==> config.mk <==
export PLATFORM = sky130hd
export DESIGN_NAME = fp_accumulator
export DESIGN_NICKNAME = d
export VERILOG_FILES = /design/src/rtl/fp_accumulator.sv
export SDC_FILE = /design/constraint.sdc
export NUM_CORES = 1
export LEC_CHECK = 0
export ABC_AREA = 1
export BUFFER_PORTS_ARGS = -buffer_cell sky130_fd_sc_hd__buf_2
export CORE_MARGIN = 1
export CORE_UTILIZATION = 35
export DETAILED_ROUTE_END_ITERATION = 8
export HOLD_SLACK_MARGIN = 0.12
export MAX_ROUTING_LAYER = met4
export PLACE_DENSITY = 0.55
export SETUP_SLACK_MARGIN = 0.3
export SYNTH_ARGS = -nofsm -noshare
export SYNTH_HDL_FRONTEND = slang
export SYNTH_SLANG_ARGS = --single-unit
==> constraint.sdc <==
create_clock -name clk -period 16.4 [get_ports clk]
set_input_delay 3.28 -clock clk [delete_from_list [all_inputs] [get_ports clk]]
set_output_delay 3.28 -clock clk [all_outputs]
set_load 0.005 [all_outputs]
==> src/rtl/fp_accumulator.sv <==
// Sequential single-precision float accumulator: sums a vector of operands terminated by in_last,
// optionally clamps a negative sum to +0, and hands the result out over valid/ready.
module fp_accumulator #(
  parameter int BIAS = 127,
  parameter bit RELU = 1'b1
) (
  input  logic        clk,
  input  logic        rst_n,
  input  logic        in_valid,
  output logic        in_ready,
  input  logic [31:0] in_data,
  input  logic        in_last,
  output logic        out_valid,
  input  logic        out_ready,
  output logic [31:0] out_data
);

  // Largest normal biased exponent; anything above it saturates.
  localparam logic [9:0] EXP_MAX = 10'(2 * BIAS);

  typedef enum logic [1:0] {IDLE = 2'd0, ALIGN = 2'd1, ADD = 2'd2, OUT = 2'd3} state_t;

  state_t      state_q, state_d;
  logic [31:0] acc_q, op_q, out_data_q;
  logic        last_q, in_ready_q, out_valid_q, sign_q, sub_q;
  logic [7:0]  exp_q;
  logic [23:0] mbig_q, msmall_q;

  logic        acc_big_s, sign_s;
  logic [30:0] big_s, small_s;
  logic [7:0]  ediff_s;
  logic [23:0] mb_s, ms_s;
  logic [24:0] sum_s;
  logic [4:0]  lz_s;
  logic [23:0] mant_s;
  logic [9:0]  expw_s;
  logic [31:0] res_s;

  function automatic logic [4:0] lzc24(input logic [23:0] v);
    logic found;
    lzc24 = 5'd0;
    found = 1'b0;
    for (int i = 23; i >= 0; i--) begin
      if (found) begin
        found = 1'b1;
      end else if (v[i]) begin
        found = 1'b1;
      end else begin
        lzc24 = lzc24 + 5'd1;
      end
    end
  endfunction

  // Alignment: pick the larger magnitude and right-shift the smaller mantissa.
  always_comb begin
    acc_big_s = (acc_q[30:0] >= op_q[30:0]);
    if (acc_big_s) begin
      big_s   = acc_q[30:0];
      small_s = op_q[30:0];
      sign_s  = acc_q[31];
    end else begin
      big_s   = op_q[30:0];
      small_s = acc_q[30:0];
      sign_s  = op_q[31];
    end
    ediff_s = big_s[30:23] - small_s[30:23];
    mb_s    = (big_s == 31'd0) ? 24'd0 : {1'b1, big_s[22:0]};
    ms_s    = (small_s == 31'd0) ? 24'd0 : {1'b1, small_s[22:0]};
    if (ediff_s >= 8'd24) begin
      ms_s = 24'd0;
    end else begin
      ms_s = ms_s >> ediff_s;
    end
  end

  // Add/subtract, normalise, then clamp the exponent range.
  always_comb begin
    sum_s = sub_q ? ({1'b0, mbig_q} - {1'b0, msmall_q}) : ({1'b0, mbig_q} + {1'b0, msmall_q});
    lz_s  = 5'd0;
    if (sub_q) begin
      lz_s   = lzc24(sum_s[23:0]);
      mant_s = sum_s[23:0] << lz_s;
      expw_s = {2'b00, exp_q} - {5'd0, lz_s};
    end else if (sum_s[24]) begin
      mant_s = sum_s[24:1];
      expw_s = {2'b00, exp_q} + 10'd1;
    end else begin
      mant_s = sum_s[23:0];
      expw_s = {2'b00, exp_q};
    end
    // expw_s[9] set means the subtraction wrapped below zero.
    if (mant_s == 24'd0) begin
      res_s = 32'h0000_0000;
    end else if (expw_s[9] || (expw_s == 10'd0)) begin
      res_s = 32'h0000_0000;
    end else if (expw_s > EXP_MAX) begin
      res_s = {sign_q, EXP_MAX[7:0], 23'h7F_FFFF};
    end else begin
      res_s = {sign_q, expw_s[7:0], mant_s[22:0]};
    end
  end

  // Next-state decode.
  always_comb begin
    state_d = state_q;
    case (state_q)
      IDLE:    state_d = (in_valid && in_ready_q) ? ALIGN : IDLE;
      ALIGN:   state_d = ADD;
      ADD:     state_d = last_q ? OUT : IDLE;
      OUT:     state_d = (out_valid_q && out_ready) ? IDLE : OUT;
      default: state_d = IDLE;
    endcase
  end

  // Datapath and output registers; out_valid rises one cycle after entering OUT.
  always_ff @(posedge clk or negedge rst_n) begin
    if (!rst_n) begin
      state_q     <= IDLE;
      acc_q       <= 32'h0000_0000;
      op_q        <= 32'h0000_0000;
      last_q      <= 1'b0;
      sign_q      <= 1'b0;
      sub_q       <= 1'b0;
      exp_q       <= 8'h00;
      mbig_q      <= 24'h00_0000;
      msmall_q    <= 24'h00_0000;
      in_ready_q  <= 1'b1;
      out_valid_q <= 1'b0;
      out_data_q  <= 32'h0000_0000;
    end else begin
      state_q    <= state_d;
      in_ready_q <= (state_d == IDLE);
      case (state_q)
        IDLE: begin
          if (in_valid && in_ready_q) begin
            op_q   <= in_data;
            last_q <= in_last;
          end
        end
        ALIGN: begin
          sign_q   <= sign_s;
          sub_q    <= acc_q[31] ^ op_q[31];
          exp_q    <= big_s[30:23];
          mbig_q   <= mb_s;
          msmall_q <= ms_s;
        end
        ADD: acc_q <= res_s;
        OUT: begin
          if (!out_valid_q) begin
            out_valid_q <= 1'b1;
            out_data_q  <= (RELU && acc_q[31]) ? 32'h0000_0000 : acc_q;
          end else if (out_ready) begin
            out_valid_q <= 1'b0;
            acc_q       <= 32'h0000_0000;
          end
        end
        default: ;
      endcase
    end
  end

  assign in_ready  = in_ready_q;
  assign out_valid = out_valid_q;
  assign out_data  = out_data_q;

endmodule

==> flow_summary.toml <==
[clock_tree]
numCtsBuffers = 17
clock-sinks = 158
clockRootBuffer = "clkbuf_16"
cts_tree = "built"
path_clk_slew_ns = 0.07
htree_num_levels = 4
clock_latency_ns = 0.46
clockBufferDepth = 2

[worst_setup_path]
worstSetupStartpointType = "flip-flop"
max_stage_delay_ns = 0.41
timing.critical_path.mode_cell = "nand2_1"
crit_path_end_kind = "flip-flop"
ff2ff_setup_slack_ns = 1.42
r2r_start = "msmall_q[0]"
arrival_ns = 15.38
crit_fanout = 10
crit_type = "flip-flop to flip-flop"
r2r_cells = 102
timing.rr.end = "acc_q[24]"
cp_slowest_cell = "dfrtp_1"
critPathRequiredTime_ns = 16.79

[sta]
hold_violations = 0
slew_headroom = 0.252
maxSlewViolCount = 0
skew_ns = 0.0114
setup_viol = 0
rsz0062_at_grt = "false"
period_share = 0.914
fmax_mhz = 66.7
worst_pin_slew_ns = 1.12
fin_crit_ns = 14.98
setup_tns_ns = 0

[yosys]
synth.cells.most_frequent = "nand2_1, inv_1, o21ai_0, nor2_1, nand3_1"
syn_nets = 2726
syn_avg_cell_area_um2 = 6.23
yosysMostFrequentCell = "nand2_1"
ys_seq_area_frac = 0.244
syn-instance-count = 2604
ys_types = 70
netlist_area_um2 = 16200
synth_warnings = 0
synth-seq-cells = 158
synth-main-ff-cell = "dfrtp_1"
yosys-top-cells-area = "dfrtp_1, nand2_1, inv_1"
synth_top_area_cell = "dfrtp_1"
async_flop_share = 1.00
synth_largest_type_area_fraction = 0.242
synth-edff-count = 0

[grt]
grt_usage = 0.249
grt_pass1_vias = 15600
grt_overflow = 0
antenna_found_initial = 0
grt_pass1_wl_mm = 88.8
grt_start_max_net_pins = 103

[floorplan]
ios = 71
die_x_um = 217
start_util = 0.356
placement_rows = 78
core_um2 = 45600
die_area_um2 = 47200
fp.dieH_um = 217

[min_path]
whs_path_depth = 2
worstHoldStart = "mbig_q[0]"
min_to = "mbig_q[0]"
hold_class = "flip-flop to flip-flop"

[drt]
routed_via_density = 5.20
drc = 0
route.antenna.remaining_nets = 0
via_count = 16900
drt_iter0_drc = 1595
drt-total-wl_mm = 57.5
routedWlPerCell_um = 17.7
drt-pass1-iter-count = 6

[placed_design]
numPortBuffers = 69
hpwl_mm = 44.9
place_congestion = 0.952

[cells_and_area]
drive_above_1_share = 0.125
finalNetCount = 2763
area_growth_pct = 10.8
antenna_cells = 0

[outcome]
outcome = "finished, final reports clean"

[run]
maxCapViolCount = 0
-- metrics by stage --
step                 util  instances  instance area [um2]  hold WS [ns]  setup slack [ns]
floorplan               -       2604                16200         0.453              2.69
global placement    0.371       3192                16900         0.470             0.794
detailed placement  0.371       3192                16900         0.475             0.337
CTS                 0.386       3224                17600         0.492             0.376
global route        0.395       3253                18000         0.519             0.123
finish              0.395       3253                18000         0.487              1.42
-- per-layer routing --
layer  track usage  up-vias  part of all wire
met2         0.409      447              0.48
li1              -     8491                 -
met5             -        -                 0
met3        0.0187       56             0.039
met1         0.326     7921              0.46
met4        0.0732        0             0.023
-- layout by cell type (no fill, tap or decap), types with 44 or more instances in the layout --
cell,count
nand2_1,760
inv_1,330
o21ai_0,223
nor2_1,208
nand3_1,191
dfrtp_1,157
a21oi_1,147
ha_1,81
buf_2,68
nand2_2,44
-- worst max path at each step --
stage	cells past startpoint	end	slack, ns	start
2_1_floorplan	99	acc_q[21]	2.69	msmall_q[0]
3_3_place_gp	105	acc_q[14]	0.79	msmall_q[0]
3_5_place_dp	105	acc_q[19]	0.34	msmall_q[0]
4_1_cts	107	acc_q[12]	0.38	msmall_q[0]
5_1_grt	111	acc_q[29]	0.12	msmall_q[0]
6_report	102	acc_q[24]	1.42	msmall_q[0]
-- flip-flops by register name, summed over array words and instances (netlist names) --
register,count
msmall_q,24
mbig_q,24
out_valid,1
last_q,1
out_data,31
in_ready,1
acc_q,32
sign_q,1
exp_q,8
op_q,32
state_q,2
sub_q,1
-- what timing repair did --
| item | CTS | global route |
|---|---|---|
| resized for setup | 3 | 49 |
| pin swaps | 0 | 16 |
| gates cloned | 1 | 6 |
| setup buffers | 0 | 23 |
| hold buffers | 0 | 0 |
| endpoints found under the setup margin | 8 | 32 |
-- worst max-delay path, delay by kind of cell (launching register included) --
| family | cells | cell delay, ns |
|---|---|---|
| buffers and inverters | 12 | 1.18 |
| AO/OA/AOI/OAI | 18 | 3.10 |
| adder cells (fa/ha/maj) | 15 | 4.05 |
| flip-flops | 1 | 0.41 |
| XOR/XNOR | 2 | 0.35 |
| AND/OR/NAND/NOR | 55 | 5.78 |
-- layout make-up --
| type | count | area [um2] |
|---|---|---|
| Timing Repair inverter | 4 | 27.5 |
| Tap cell | 600 | 751 |
| Timing Repair Buffer | 108 | 648 |
| Clock buffer | 18 | 439 |
| Multi-Input combinational cell | 1997 | 10600 |
| Inverter | 355 | 1350 |
| Clock inverter | 13 | 229 |
| Fill cell | 4957 | 27600 |
| Sequential cell | 158 | 3960 |
-- cell families after synthesis --
kind of cell,after synthesis,synth area share
mux,7,0.00455
other cells,1,0.000231
flops,158,0.244
fa+ha+maj,85,0.0664
xor+xnor,49,0.0269
buf+inv,452,0.118
simple gates,1374,0.381
compound gates,478,0.159
Power is left out: the tool's default activity adds up to more than one toggle a clock period on the data nets, which glitch-free logic cannot reach.
